File: src/rtl/cpu_types_pkg.sv
// -----------------------------------------------------------------------------
// cpu_types_pkg
// Shared types for the pipeline control path.
//   pipe_state_t : sequencing state of the hazard/halt controller
//   latch_ctl_t  : enable/flush pair driven to one pipeline latch
// Constants name the three latch behaviours the controller uses.
// -----------------------------------------------------------------------------
package cpu_types_pkg;

  typedef enum logic [1:0] {
    RUN    = 2'd0,
    DRAIN  = 2'd1,
    HALTED = 2'd2
  } pipe_state_t;

  typedef struct packed {
    logic en;
    logic flush;
  } latch_ctl_t;

  // Latch holds its contents.
  localparam latch_ctl_t LATCH_HOLD   = '{en: 1'b0, flush: 1'b0};
  // Latch captures the upstream stage.
  localparam latch_ctl_t LATCH_PASS   = '{en: 1'b1, flush: 1'b0};
  // Latch captures a bubble (flush only acts together with enable).
  localparam latch_ctl_t LATCH_BUBBLE = '{en: 1'b1, flush: 1'b1};

endpackage

File: src/rtl/sat_counter.sv
// -----------------------------------------------------------------------------
// sat_counter
// Up-counter that sticks at its all-ones value instead of wrapping.
//   CLK   : clock, rising edge
//   nRST  : synchronous active-low reset, clears the count
//   inc   : add one this cycle (ignored once saturated)
//   count : current count value
// -----------------------------------------------------------------------------
module sat_counter #(
  parameter int W = 32
) (
  input  logic         CLK,
  input  logic         nRST,
  input  logic         inc,
  output logic [W-1:0] count
);

  logic [W-1:0] r_count;

  always_ff @(posedge CLK) begin
    if (!nRST) begin
      r_count <= '0;
    end else if (inc && (r_count != '1)) begin
      r_count <= r_count + W'(1);
    end
  end

  assign count = r_count;

endmodule

File: src/rtl/pipeline_controller.sv
// -----------------------------------------------------------------------------
// pipeline_controller
// Hazard and sequencing unit for the five-stage pipeline. Produces the
// enable/flush pair for each pipeline latch and the PC write enable in the
// same cycle as its inputs, drains the pipe on a halt, and keeps saturating
// stall / redirect performance counters.
//   CLK, nRST                 : clock (rising edge), synchronous active-low reset
//   ihit, dhit                : fetch / data access completes this cycle
//   dmem_req                  : MEM-stage instruction issues a data access
//   mispredict                : EX-stage redirect required
//   load_use                  : ID-stage instruction depends on a load in EX
//   halt_mem                  : halt instruction is in MEM
//   pc_en                     : PC loads next PC or redirect target
//   <latch>_en, <latch>_flush : IF/ID, ID/EX, EX/MEM, MEM/WB latch controls
//   halted                    : core stopped, sticky until reset
//   stall_cycles              : RUN cycles with pc_en low
//   flush_count               : accepted mispredict redirects
// -----------------------------------------------------------------------------
module pipeline_controller
  import cpu_types_pkg::*;
#(
  parameter int CNT_W = 32
) (
  input  logic             CLK,
  input  logic             nRST,
  input  logic             ihit,
  input  logic             dhit,
  input  logic             dmem_req,
  input  logic             mispredict,
  input  logic             load_use,
  input  logic             halt_mem,
  output logic             pc_en,
  output logic             if_id_en,
  output logic             if_id_flush,
  output logic             id_ex_en,
  output logic             id_ex_flush,
  output logic             ex_mem_en,
  output logic             ex_mem_flush,
  output logic             mem_wb_en,
  output logic             mem_wb_flush,
  output logic             halted,
  output logic [CNT_W-1:0] stall_cycles,
  output logic [CNT_W-1:0] flush_count
);

  pipe_state_t r_state;

  logic       w_mem_busy;
  logic       w_pc_en;
  logic       w_flush_inc;
  logic       w_stall_inc;
  latch_ctl_t w_if_id;
  latch_ctl_t w_id_ex;
  latch_ctl_t w_ex_mem;
  latch_ctl_t w_mem_wb;

  // A data access completing this cycle lets MEM advance now.
  assign w_mem_busy = dmem_req & ~dhit;

  // Priority decode. Outside RUN, and while in reset, everything holds.
  always_comb begin
    w_pc_en     = 1'b0;
    w_flush_inc = 1'b0;
    w_if_id     = LATCH_HOLD;
    w_id_ex     = LATCH_HOLD;
    w_ex_mem    = LATCH_HOLD;
    w_mem_wb    = LATCH_HOLD;
    if (nRST && (r_state == RUN)) begin
      if (w_mem_busy) begin
        // Whole pipe frozen; a pending mispredict stays visible in EX.
        w_pc_en = 1'b0;
      end else if (halt_mem) begin
        // Halt is older than anything behind it, so it beats a redirect.
        w_if_id  = LATCH_BUBBLE;
        w_id_ex  = LATCH_BUBBLE;
        w_ex_mem = LATCH_BUBBLE;
        w_mem_wb = LATCH_PASS;
      end else if (mispredict) begin
        // Redirect target comes from EX, so no fetch is needed to load it.
        w_pc_en     = 1'b1;
        w_flush_inc = 1'b1;
        w_if_id     = LATCH_BUBBLE;
        w_id_ex     = LATCH_BUBBLE;
        w_ex_mem    = LATCH_PASS;
        w_mem_wb    = LATCH_PASS;
      end else if (load_use) begin
        // Hold IF/ID and PC, inject one bubble into EX.
        w_if_id  = LATCH_HOLD;
        w_id_ex  = LATCH_BUBBLE;
        w_ex_mem = LATCH_PASS;
        w_mem_wb = LATCH_PASS;
      end else if (!ihit) begin
        w_if_id  = LATCH_BUBBLE;
        w_id_ex  = LATCH_PASS;
        w_ex_mem = LATCH_PASS;
        w_mem_wb = LATCH_PASS;
      end else begin
        w_pc_en  = 1'b1;
        w_if_id  = LATCH_PASS;
        w_id_ex  = LATCH_PASS;
        w_ex_mem = LATCH_PASS;
        w_mem_wb = LATCH_PASS;
      end
    end
  end

  // Sequencing: RUN -> DRAIN (one cycle, halt writes back) -> HALTED.
  always_ff @(posedge CLK) begin
    if (!nRST) begin
      r_state <= RUN;
    end else begin
      case (r_state)
        RUN:     if (!w_mem_busy && halt_mem) r_state <= DRAIN;
        DRAIN:   r_state <= HALTED;
        HALTED:  r_state <= HALTED;
        default: r_state <= RUN;
      endcase
    end
  end

  assign w_stall_inc = nRST && (r_state == RUN) && !w_pc_en;

  sat_counter #(.W(CNT_W)) u_stall_cnt (
    .CLK   (CLK),
    .nRST  (nRST),
    .inc   (w_stall_inc),
    .count (stall_cycles)
  );

  sat_counter #(.W(CNT_W)) u_flush_cnt (
    .CLK   (CLK),
    .nRST  (nRST),
    .inc   (w_flush_inc),
    .count (flush_count)
  );

  assign pc_en        = w_pc_en;
  assign if_id_en     = w_if_id.en;
  assign if_id_flush  = w_if_id.flush;
  assign id_ex_en     = w_id_ex.en;
  assign id_ex_flush  = w_id_ex.flush;
  assign ex_mem_en    = w_ex_mem.en;
  assign ex_mem_flush = w_ex_mem.flush;
  assign mem_wb_en    = w_mem_wb.en;
  assign mem_wb_flush = w_mem_wb.flush;
  assign halted       = (r_state == HALTED);

endmodule

File: config.mk
export PLATFORM = sky130hd
export DESIGN_NAME = pipeline_controller
export DESIGN_NICKNAME = d
export VERILOG_FILES = /design/src/rtl/cpu_types_pkg.sv /design/src/rtl/sat_counter.sv /design/src/rtl/pipeline_controller.sv
export SDC_FILE = /design/constraint.sdc
export NUM_CORES = 1
export LEC_CHECK = 0
export ABC_AREA = 1
export CAP_MARGIN = 10
export CORE_UTILIZATION = 48
export DETAILED_ROUTE_END_ITERATION = 8
export HOLD_SLACK_MARGIN = 0.08
export PLACE_DENSITY = 0.78
export REMOVE_ABC_BUFFERS = 1
export SYNTH_ARGS = -nofsm -noshare
export SYNTH_HDL_FRONTEND = slang
export SYNTH_SLANG_ARGS = --single-unit
File: constraint.sdc
create_clock -name CLK -period 1.51 [get_ports CLK]
set_input_delay 0.302 -clock CLK [delete_from_list [all_inputs] [get_ports CLK]]
set_output_delay 0.302 -clock CLK [all_outputs]
set_load 0.03 [all_outputs]
==> metrics, run 1 <==
status=did not finish; Last stage=global routing; tool error=[ERROR GRT-0232] Routing congestion too high. Check the congestion heatmap in the GUI.; largest net degree at the start of global routing=26; Port Buffers=80; placement row count=33; Num CTS Buffers=9; Die Span X=between 90 and 100 um; top_reg_cell synth=dfxtp_1; Root Buffer=clkbuf_8; worst-path endpoint category=primary output; sequential fraction of the synthesis area=0.311; pre-CTS WS=-440 ps; total congestion overflow=84; H-tree levels=3; io pins=between 80 and 90; Synth top area share=0.311; clock sinks=66; post-synthesis cell type count=31; synth top area cells=dfxtp_1, nand2_1, nor2_1; Post-Syn Area=~4200 um^2; Die Ht=96.1 um; area leader, netlist=dfxtp_1; most common cell in the synthesized netlist=nand2_1; GP Congestion=0.907; GRT Resource Usage Total=0.763; EDFF count, synth=0; Yosys reg bits=66; effective utilization at floorplan=0.507; Post-synth ARST share=0; Placed Cells=1014; Worst EP post-GRT repair=if_id_flush; # hold bufs at CTS=0; Syn Inst Count=between 700 and 800; total of warnings raised by yosys=0; Post-synth top cells=nand2_1, nor2_1, dfxtp_1; half-perimeter wire length after placement=about 10000 um; Syn Area/Cell=5.93 um^2; clock buffer depth=2
==> per-layer routing <==
layer  track usage  overflow
met1         0.735         3
met2         0.968        44
met3         0.550         1
met4         0.846        35
met5         0.238         1
==> repair_timing <==
action                     4_1_cts
gates resized for setup        305
setup endpoints to repair      135
setup buffers                   21
pin swaps                       42
gates cloned                     7
==> metrics by stage <==
| stage | setup TNS (ps) | area (um^2) | hold slack (ps) |
|---|---|---|---|
| 3_5_place_dp | -25090 | 6050 | 495 |
| 3_3_place_gp | -21590 | 6050 | 482 |
| 2_1_floorplan | -24760 | 4150 | 422 |
| 4_1_cts | -7240 | 7160 | 506 |
==> logic make-up after synthesis <==
logic type	Yosys count	synth area share
simple gates	488	0.482
buf+inv	76	0.0763
flops	66	0.311
compound gates	62	0.0781
xor+xnor	18	0.0371
fa+ha+maj	5	0.0147
other cells	1	0.000883
==> inputs of run 2 (changes only) <==
- CORE_UTILIZATION: 48 -> 40
- HOLD_SLACK_MARGIN: 0.08 -> default
- PLACE_DENSITY: 0.78 -> default
- PLACE_DENSITY_LB_ADDON: default -> 0.15
- clock period: 1.51 -> 2 ns (I/O delays scaled with it)
==> metrics, run 2 <==
FF-to-FF setup slack=approximately 150 ps; Post-synth top cells=nand2_1, nor2_1, dfxtp_1; Post-Syn Area=4250 um^2; hold crit path type=input port to flop; Post-synth ARST share=0; io pins=just over 80; clock buffer depth=2; GP Congestion=roughly 0.90; CP cell instances=clkdlybuf4s50_1; fin crit share=0.978; GRT Resource Usage Total=0.239; P per Cell Area=622 nW/um^2; CTS tree=done; effective utilization at floorplan=0.411; placement row count=37; largest net degree at the start of global routing=45; total of warnings raised by yosys=0; half-perimeter wire length after placement=about 9600 um; Syn Inst Count=approximately 720; clk slew on worst S/H paths=approximately 70 ps; status=completed; Port Buffers=80; CP top delay family=buffers and inverters; area growth from synthesis to layout=34.9%; RSZ-0062 raised after global routing=yes; Crit path largest cell delay=approximately 730 ps; # hold bufs at CTS=0; Critical Setup Path Class=flop to primary output; met2 Track Usage GR=0.406; EDFF count, synth=0; routed via count=4802; total wire length=about 13000 um; Num CTS Buffers=9; Root Buffer=clkbuf_8; Detail Route Antenna Nets=0; clock sinks=66; area leader, netlist=dfxtp_1; top_reg_cell synth=dfxtp_1; fmax=between 500 and 600 MHz; initial antenna violation count=0; CP arrival=1560 ps; CORE AREA=between 10000 and 15000 um^2; Synth top area share=0.311; Die Ht=between 100 and 150 um; total congestion overflow=0; Buf/Inv on CP=1; Worst IR Drop VDD=0.376 mV; detailed-route DRC error count=0; sequential fraction of the synthesis area=0.311; post-synthesis cell type count=31; Final #Nets=846; # fillers=a little over 1k; GR Layer Usage met3=0.0374; commonest non-fill, non-tap cell in the layout=nand2_1; Pins Over Slew Limit=0; Die Span X=between 100 and 150 um; busiest grt layer=met2; Final Hold Fails=0; Yosys reg bits=66; max_cap viols=0; Setup crit start kind=flop; most common cell in the synthesized netlist=nand2_1; setup violators final=0; Lkg Pwr=2.25 nW; die footprint=11000 um^2; placed inst area=between 5000 and 6000 um^2; slowest CP cell=clkdlybuf4s50_1; diodes inserted=0; share of layout cells above drive strength 1=0.125; vias in the first global route=roughly 4.4k; synth top area cells=dfxtp_1, nand2_1, nor2_1; Syn Area/Cell=around 5.9 um^2; Via density=around 4.9; most frequent cells in the layout=nand2_1, nor2_1, clkdlybuf4s50_1; drt first pass iters=4; drt initial violations=between 200 and 250; crit path time final=approximately 2000 ps; fin area=~5700 um^2; global-route wire length before repair=between 20000 and 25000 um; H-tree levels=3; power consumption=~3.6 mW; Worst Skew=between 9 and 10 ps; GR Util met1=0.308; Routed wire per std cell=between 10 and 15 um; crit-path max FO=6; worst skew pair latency=approximately 350 ps; CP required=1600 ps; Crit. End Element=primary output
-- run 2: cell counts after synthesis --
No cell type changed its count.
-- run 2: path summary, 6_finish.rpt --
check | startpoint | to | depth (start not counted)
setup reg to reg | u_flush_cnt.count[0] | u_flush_cnt.count[14] | 9
hold reg to reg | u_flush_cnt.count[3] | u_flush_cnt.count[3] | 2
setup / recovery | u_flush_cnt.count[4] | flush_count[4] | 1
hold / removal | nRST | u_flush_cnt.count[10] | 4
-- run 2: what timing repair did --
action	in CTS	in global routing
setup endpoints to repair	3	46
cloned	0	0
pin swaps	1	2
gates resized for setup	10	15
buffers inserted	2	6
-- run 2: per-stage QoR --
| stage | setup TNS (ps) | std cells | setup WS, ps | utilization | hold WS, ps |
|---|---|---|---|---|---|
| after global placement | -347 | 950 | -84.1 | 0.521 | 487 |
| after detailed placement | -1260 | 950 | -131 | 0.521 | 496 |
| after floorplan | -529 | 700 | -529 | - | 473 |
| final | 0 | 974 | 43.9 | 0.555 | 504 |
| after global routing | -26.8 | 974 | -26.8 | 0.555 | 514 |
| after CTS | 0 | 968 | 4.96 | 0.547 | 490 |
-- run 2: area by class of cell --
cell class,count,area (um^2),share of cell area
sequential,66,1330,0.231
tap,136,170,0.0297
timing repair buffer,122,1130,0.198
inverter,60,225,0.0393
clock buffer,10,138,0.0240
clock inverter,6,90.1,0.0157
multi-input combinational,574,2650,0.462
-- run 2: kinds of logic after synthesis --
kind of cell	share of synthesized area
AND/OR/NAND/NOR	0.482
AO/OA/AOI/OAI	0.0781
flip-flops	0.311
XOR/XNOR	0.0371
buffers and inverters	0.0763
adder cells (fa/ha/maj)	0.0147
other	0.000883
-- run 2: tightest hold or removal path, delay by kind of cell --
family | cells | cell delay [ps]
compound gates | 1 | 60
buf+inv | 2 | 310
simple gates | 1 | 40
-- run 2: power by group --
group	leakage [nW]	switching (mW)	internal, mW
clock	0.112	0.559	0.738
combinational	1.61	0.486	0.371
sequential	0.534	0.0449	1.36
total	2.25	1.09	2.47
-- run 2: routing by layer --
metal	share of wire	up-vias
met5	0	-
met4	0.014	0
met3	0.040	17
met2	0.48	113
met1	0.47	2197
li1	-	2475
No activity file was read; power rests on OpenSTA's default activity.
